$ cat src/rtl/vga_pkg.sv
// vga_pkg: default VGA timing (800x600 @ 60 Hz, 40 MHz pixel clock),
// default display-window geometry and the shared coordinate type.
package vga_pkg;

  localparam int unsigned H_ACTIVE_DEF = 800;
  localparam int unsigned H_FP_DEF     = 40;
  localparam int unsigned H_SYNC_DEF   = 128;
  localparam int unsigned H_BP_DEF     = 88;
  localparam int unsigned H_TOTAL_DEF  = H_ACTIVE_DEF + H_FP_DEF + H_SYNC_DEF + H_BP_DEF;

  localparam int unsigned V_ACTIVE_DEF = 600;
  localparam int unsigned V_FP_DEF     = 1;
  localparam int unsigned V_SYNC_DEF   = 4;
  localparam int unsigned V_BP_DEF     = 23;
  localparam int unsigned V_TOTAL_DEF  = V_ACTIVE_DEF + V_FP_DEF + V_SYNC_DEF + V_BP_DEF;

  localparam int unsigned WIN_W_DEF    = 300;
  localparam int unsigned WIN_H_DEF    = 300;

  // Wide enough for H_TOTAL_DEF-1 and V_TOTAL_DEF-1
  localparam int unsigned CW_DEF       = 11;

  typedef logic [CW_DEF-1:0] vga_coord_t;

endpackage

$ cat src/rtl/vga_axis_cnt.sv
// vga_axis_cnt: one display axis. Counts 0..TOTAL-1 on tick and registers
// sync/blank flags from the next count so they line up with count.
// Exposes the next count and the wrap condition for the other axis and the
// window logic.
module vga_axis_cnt
  import vga_pkg::*;
#(
  parameter int unsigned CW         = CW_DEF,
  parameter int unsigned TOTAL      = H_TOTAL_DEF,
  parameter int unsigned ACTIVE     = H_ACTIVE_DEF,
  parameter int unsigned SYNC_START = H_ACTIVE_DEF + H_FP_DEF,
  parameter int unsigned SYNC_END   = H_ACTIVE_DEF + H_FP_DEF + H_SYNC_DEF,
  parameter bit          POL        = 1'b1
) (
  input  logic          clk,
  input  logic          rst_n,
  input  logic          tick,
  output logic [CW-1:0] count,
  output logic          sync,
  output logic          blnk,
  output logic [CW-1:0] count_nxt_c,
  output logic          wrap_c
);

  // Next count: advance on tick, wrap at TOTAL-1
  always_comb begin
    wrap_c      = tick && (count == CW'(TOTAL - 1));
    count_nxt_c = count;
    if (wrap_c) begin
      count_nxt_c = '0;
    end else if (tick) begin
      count_nxt_c = count + CW'(1);
    end
  end

  // Counter plus flags derived from the value being loaded
  always_ff @(posedge clk or negedge rst_n) begin
    if (!rst_n) begin
      count <= '0;
      sync  <= ~POL;
      blnk  <= 1'b0;
    end else begin
      count <= count_nxt_c;
      sync  <= ((count_nxt_c >= CW'(SYNC_START)) && (count_nxt_c < CW'(SYNC_END))) ? POL : ~POL;
      blnk  <= (count_nxt_c >= CW'(ACTIVE));
    end
  end

endmodule

$ cat src/rtl/vga_timing_gen.sv
// vga_timing_gen: parametrised VGA timing generator with a frame-shadowed
// display window. All outputs are registered and describe the same
// (hcount, vcount) point.
// Optional: define VGA_TIMING_FRAME_CNT_EN to add the 16-bit frame_cnt output.
module vga_timing_gen
  import vga_pkg::*;
#(
  parameter int unsigned H_ACTIVE = H_ACTIVE_DEF,
  parameter int unsigned H_FP     = H_FP_DEF,
  parameter int unsigned H_SYNC   = H_SYNC_DEF,
  parameter int unsigned H_BP     = H_BP_DEF,
  parameter int unsigned V_ACTIVE = V_ACTIVE_DEF,
  parameter int unsigned V_FP     = V_FP_DEF,
  parameter int unsigned V_SYNC   = V_SYNC_DEF,
  parameter int unsigned V_BP     = V_BP_DEF,
  parameter bit          HS_POL   = 1'b1,
  parameter bit          VS_POL   = 1'b1,
  parameter int unsigned WIN_W    = WIN_W_DEF,
  parameter int unsigned WIN_H    = WIN_H_DEF,
  parameter int unsigned CW       = CW_DEF
) (
  input  logic          clk,
  input  logic          rst_n,
  input  logic [CW-1:0] win_x0,
  input  logic [CW-1:0] win_y0,
  output logic [CW-1:0] hcount,
  output logic [CW-1:0] vcount,
  output logic          hsync,
  output logic          vsync,
  output logic          hblnk,
  output logic          vblnk,
  output logic          frame_start,
  output logic          line_end,
  output logic          in_win,
  output logic [CW-1:0] win_x,
  output logic [CW-1:0] win_y
`ifdef VGA_TIMING_FRAME_CNT_EN
  ,
  output logic [15:0]   frame_cnt
`endif
);

  localparam int unsigned H_TOTAL = H_ACTIVE + H_FP + H_SYNC + H_BP;
  localparam int unsigned V_TOTAL = V_ACTIVE + V_FP + V_SYNC + V_BP;

  logic [CW-1:0] h_nxt_c, v_nxt_c;
  logic          h_wrap_c, v_wrap_c;
  logic [CW-1:0] x0_q, y0_q;
  logic [CW-1:0] x0_nxt_c, y0_nxt_c;
  logic          h_in_c, v_in_c, in_win_nxt_c;

  vga_axis_cnt #(
    .CW(CW), .TOTAL(H_TOTAL), .ACTIVE(H_ACTIVE),
    .SYNC_START(H_ACTIVE + H_FP), .SYNC_END(H_ACTIVE + H_FP + H_SYNC), .POL(HS_POL)
  ) u_h_axis (
    .clk(clk), .rst_n(rst_n), .tick(1'b1),
    .count(hcount), .sync(hsync), .blnk(hblnk),
    .count_nxt_c(h_nxt_c), .wrap_c(h_wrap_c)
  );

  vga_axis_cnt #(
    .CW(CW), .TOTAL(V_TOTAL), .ACTIVE(V_ACTIVE),
    .SYNC_START(V_ACTIVE + V_FP), .SYNC_END(V_ACTIVE + V_FP + V_SYNC), .POL(VS_POL)
  ) u_v_axis (
    .clk(clk), .rst_n(rst_n), .tick(h_wrap_c),
    .count(vcount), .sync(vsync), .blnk(vblnk),
    .count_nxt_c(v_nxt_c), .wrap_c(v_wrap_c)
  );

  // Window compare on the next point, using the geometry that point will see
  always_comb begin
    x0_nxt_c     = v_wrap_c ? win_x0 : x0_q;
    y0_nxt_c     = v_wrap_c ? win_y0 : y0_q;
    h_in_c       = (h_nxt_c >= x0_nxt_c) &&
                   ({1'b0, h_nxt_c} < ({1'b0, x0_nxt_c} + (CW+1)'(WIN_W))) &&
                   (h_nxt_c < CW'(H_ACTIVE));
    v_in_c       = (v_nxt_c >= y0_nxt_c) &&
                   ({1'b0, v_nxt_c} < ({1'b0, y0_nxt_c} + (CW+1)'(WIN_H))) &&
                   (v_nxt_c < CW'(V_ACTIVE));
    in_win_nxt_c = h_in_c && v_in_c;
  end

  // Shadow window, strobes and window-relative coordinates
  always_ff @(posedge clk or negedge rst_n) begin
    if (!rst_n) begin
      x0_q        <= '0;
      y0_q        <= '0;
      frame_start <= 1'b1;
      line_end    <= 1'b0;
      in_win      <= 1'b1;
      win_x       <= '0;
      win_y       <= '0;
    end else begin
      x0_q        <= x0_nxt_c;
      y0_q        <= y0_nxt_c;
      frame_start <= v_wrap_c;
      line_end    <= (h_nxt_c == CW'(H_TOTAL - 1));
      in_win      <= in_win_nxt_c;
      win_x       <= in_win_nxt_c ? (h_nxt_c - x0_nxt_c) : '0;
      win_y       <= in_win_nxt_c ? (v_nxt_c - y0_nxt_c) : '0;
    end
  end

`ifdef VGA_TIMING_FRAME_CNT_EN
  // Counts frame starts after reset; the reset-held pulse is not counted
  always_ff @(posedge clk or negedge rst_n) begin
    if (!rst_n) begin
      frame_cnt <= '0;
    end else if (v_wrap_c) begin
      frame_cnt <= frame_cnt + 16'd1;
    end
  end
`endif

endmodule

$ cat config.mk
export PLATFORM = sky130hd
export DESIGN_NAME = vga_timing_gen
export DESIGN_NICKNAME = d
export VERILOG_FILES = /design/src/rtl/vga_pkg.sv /design/src/rtl/vga_axis_cnt.sv /design/src/rtl/vga_timing_gen.sv
export SDC_FILE = /design/constraint.sdc
export NUM_CORES = 1
export LEC_CHECK = 0
export ABC_AREA = 1
export CELL_PAD_IN_SITES_DETAIL_PLACEMENT = 2
export CELL_PAD_IN_SITES_GLOBAL_PLACEMENT = 2
export CORE_MARGIN = 8
export CORE_UTILIZATION = 33
export CTS_BUF_LIST = sky130_fd_sc_hd__clkbuf_8
export DETAILED_ROUTE_END_ITERATION = 16
export PLACE_DENSITY_LB_ADDON = 0.1
export SKIP_CTS_REPAIR_TIMING = 1
export SLEW_MARGIN = 20
export SYNTH_ARGS = -nofsm -noshare
export SYNTH_HDL_FRONTEND = slang
export SYNTH_HIERARCHICAL = 1
export SYNTH_SLANG_ARGS = --single-unit
$ cat constraint.sdc
create_clock -name clk -period 4.4 [get_ports clk]
set_input_delay 0.44 -clock clk [delete_from_list [all_inputs] [get_ports clk]]
set_output_delay 0.44 -clock clk [all_outputs]
set_load 0.005 [all_outputs]
==> impl_results.md <==
* Io pins at 75
* Rows at 46
* Final number of hold-violating endpoints at 0
* CTS H-Tree Depth at 3
* Final Total Pwr at 2.12 mW
* Min Tclk post-route at 4.20 ns
* Design area at 6690 um2
* Finish-stage setup viols at 0
* Mapped Cells at 683
* Cell area after placement at 6430 um2
* Area share of the largest cell type after synthesis at 33.0%
* GPL Wtd Cong at 0.871
* Most frequent cells in the layout: nand2_1 (169), inv_1 (93), clkdlybuf4s50_1 (73), dfrtp_1 (71), ha_1 (43)
* Slowest-stage cell, CP: dfrtp_1
* Antenna-violating nets left at 0
* Crit path capture type: flop
* Post-synth EDFFs at 0
* Layout cell share with drive strength beyond 1 at 17.4%
* Worst-Margin Slew at 0.974 ns
* Die span in x at 144 um
* Die Ht at 144 um
* Vias per inst at 4.82
* Via count at 4,852
* Ys flop type: dfrtp_1
* DR pass1 iterations at 4
* WL final at 18,300 um
* Root Driver: clkbuf_8
* Clock Skews at 0.0133 ns
* Core Area at 15,900 um2
* Largest area contributor in the netlist: dfrtp_1
* Crit Path Max Fanout at 13
* Initial Utilization at 33.8%
* Status: finished, final reports clean
* GRT Util Overall at 18.4%
* Slew HR at 35.0%
* Max cap viols at 0
* Avg Inst Size Synth at 7.89 um2
* CTS tree: built
* Post-synth ARST share at 100%
* Synth Register Bits at 73
* CTS Buffer Depth at 2
* Initial DRC Count at 110
* Max VDD drop at 0.143 mV
* Req. time, crit path at 4.67 ns
* Synth top area cells: dfrtp_1 (33%), nand2_1 (12%), ha_1 (10%)
* Hold slack at 0.195 ns
* Skew-Pair Late Insertion Delay at 0.37 ns
* Residual DRC count at 0
* Synthesis Warnings at 6
* Synth Cell Area at 5390 um2
* Inserted Clock Buffers at 9
* Most common cell on crit path: nand2_1
* Die ar. at 20,700 um2
* Fillcell total at 1,855
* Crit Path Category: reg2reg
* Vias in the first global route at 5,554
* Final period utilization at 95.4%
* Clock sink count at 73
* Max incr delay on CP at 0.38 ns
* Nets at 856
* Commonest non-fill, non-tap cell in the layout: nand2_1
* Largest net degree at the start of global routing at 74
* Initial antenna violation count at 0
* Synth unique cells at 41
* Leak at 3.25 nW
* Port Buffers at 74
* Pwr Density at 317 nW/um2
* Critical path arrival at 4.47 ns
* Hold Crit Class: in2async
* Pins Over Slew Limit at 0
* Startpoint type of the worst setup path: flop
* Sequential cell area fraction in the yosys report at 34.0%
* FMAX at 238 MHz
* Total grt overflow at 0
* Hpwl dp at 15,400 um
* Ant diodes at 0
* Area delta synth->final at 24.2%
* Global-route wire length before repair at 29,300 um
* Routed WL per cell at 18.2 um
* Clk slew on worst S/H paths at 0.09 ns
-- synthesized netlist by cell type, types with 2 or more instances --
master / instances
inv_2: 8
fa_1: 2
a21oi_1: 28
nand3_4: 3
dfstp_2: 2
or2_2: 7
nand3_2: 8
nor2_1: 44
nand3_1: 37
ha_1: 44
nand2_2: 16
nor2_2: 10
o211ai_1: 2
nand4_1: 11
clkbuf_1: 2
o21ai_1: 5
nor3_2: 20
a31oi_1: 4
nor2_8: 2
a21o_1: 4
xnor2_1: 11
dfrtp_1: 71
o21ai_0: 19
nor3_1: 10
o21ai_2: 5
nand2_4: 2
nand2_1: 170
xor2_1: 20
inv_1: 94
buf_6: 8
nor2_4: 3
a21oi_2: 2
-- cells by family (layout without fill, tap and decap cells) --
family | after synthesis | in the layout | synth area share [%]
AND/OR/NAND/NOR | 345 | 345 | 32.6
buffers and inverters | 115 | 218 | 9.45
flip-flops | 73 | 73 | 34.0
AO/OA/AOI/OAI | 71 | 71 | 7.71
adder cells (fa/ha/maj) | 46 | 46 | 11.0
XOR/XNOR | 31 | 31 | 5.04
other | 1 | 6 | 0.0696
multiplexers | 1 | 1 | 0.186
-- layout make-up --
type                       instances  area [um2]  area share [%]
clock buffer                      10         138            2.06
clock inverter                     6        43.8           0.654
inverter                         104         397            5.93
multi-input combinational        500        3100            46.3
sequential                        73        1830            27.3
tap                              216         270            4.04
timing repair buffer              98         918            13.7
-- metal layers --
metal	share of wire, %	vias up	track usage, %	wire, um
li1	-	2382	-	-
met2	51	67	33.1	9420
met3	3.3	14	3.35	602
met1	44	2389	22.2	8120
met4	1.0	0	4.43	192
met5	0	-	0	0
-- worst paths after layout --
path,depth (start not counted),slack (ns),startpoint,end
worst min-delay path,1,0.19,rst_n,y0_q[5]
worst max register to register,31,0.20,u_h_axis/count[0],win_y[8]
max in group asynchronous,1,3.55,rst_n,u_v_axis/count[4]
worst max-delay path,31,0.20,u_h_axis/count[0],win_y[8]
worst min register to register,2,0.50,x0_q[8],x0_q[8]
min in group clk,2,0.50,x0_q[8],x0_q[8]
-- state kept, by name, summed over array words and instances, names as in the netlist --
name,cells
frame_start,1
win_x,11
win_y,11
u_v_axis/blnk,1
line_end,1
u_h_axis/sync,1
u_h_axis/count,11
u_v_axis/sync,1
u_v_axis/count,11
in_win,1
y0_q,11
u_h_axis/blnk,1
x0_q,11
-- power breakdown --
group | switching (mW) | internal (mW)
clock network | 0.281 | 0.220
logic | 0.551 | 0.328
registers | 0.0351 | 0.709
-- metrics by stage --
stage / util [%] / cells / TNS (ns) / setup slack [ns]
final: 42.0 / 1007 / 0 / 0.203
after global routing: 42.0 / 1007 / -0.0644 / -0.0233
after CTS: 41.5 / 1001 / -3.80 / -0.242
after detailed placement: 40.3 / 985 / -0.249 / -0.0635
after global placement: 40.3 / 985 / 0 / 0.196
after floorplan: - / 688 / 0 / 0.339
-- critical path: cells and delay by family (launching register included) --
family / cells / cell delay, ns
and+or+nand+nor: 20 / 2.08
buffers and inverters: 6 / 0.79
adders and majority gates: 2 / 0.50
DFF: 1 / 0.38
AOI/OAI and AO/OA: 3 / 0.34
(Power assumes the default switching activity.)
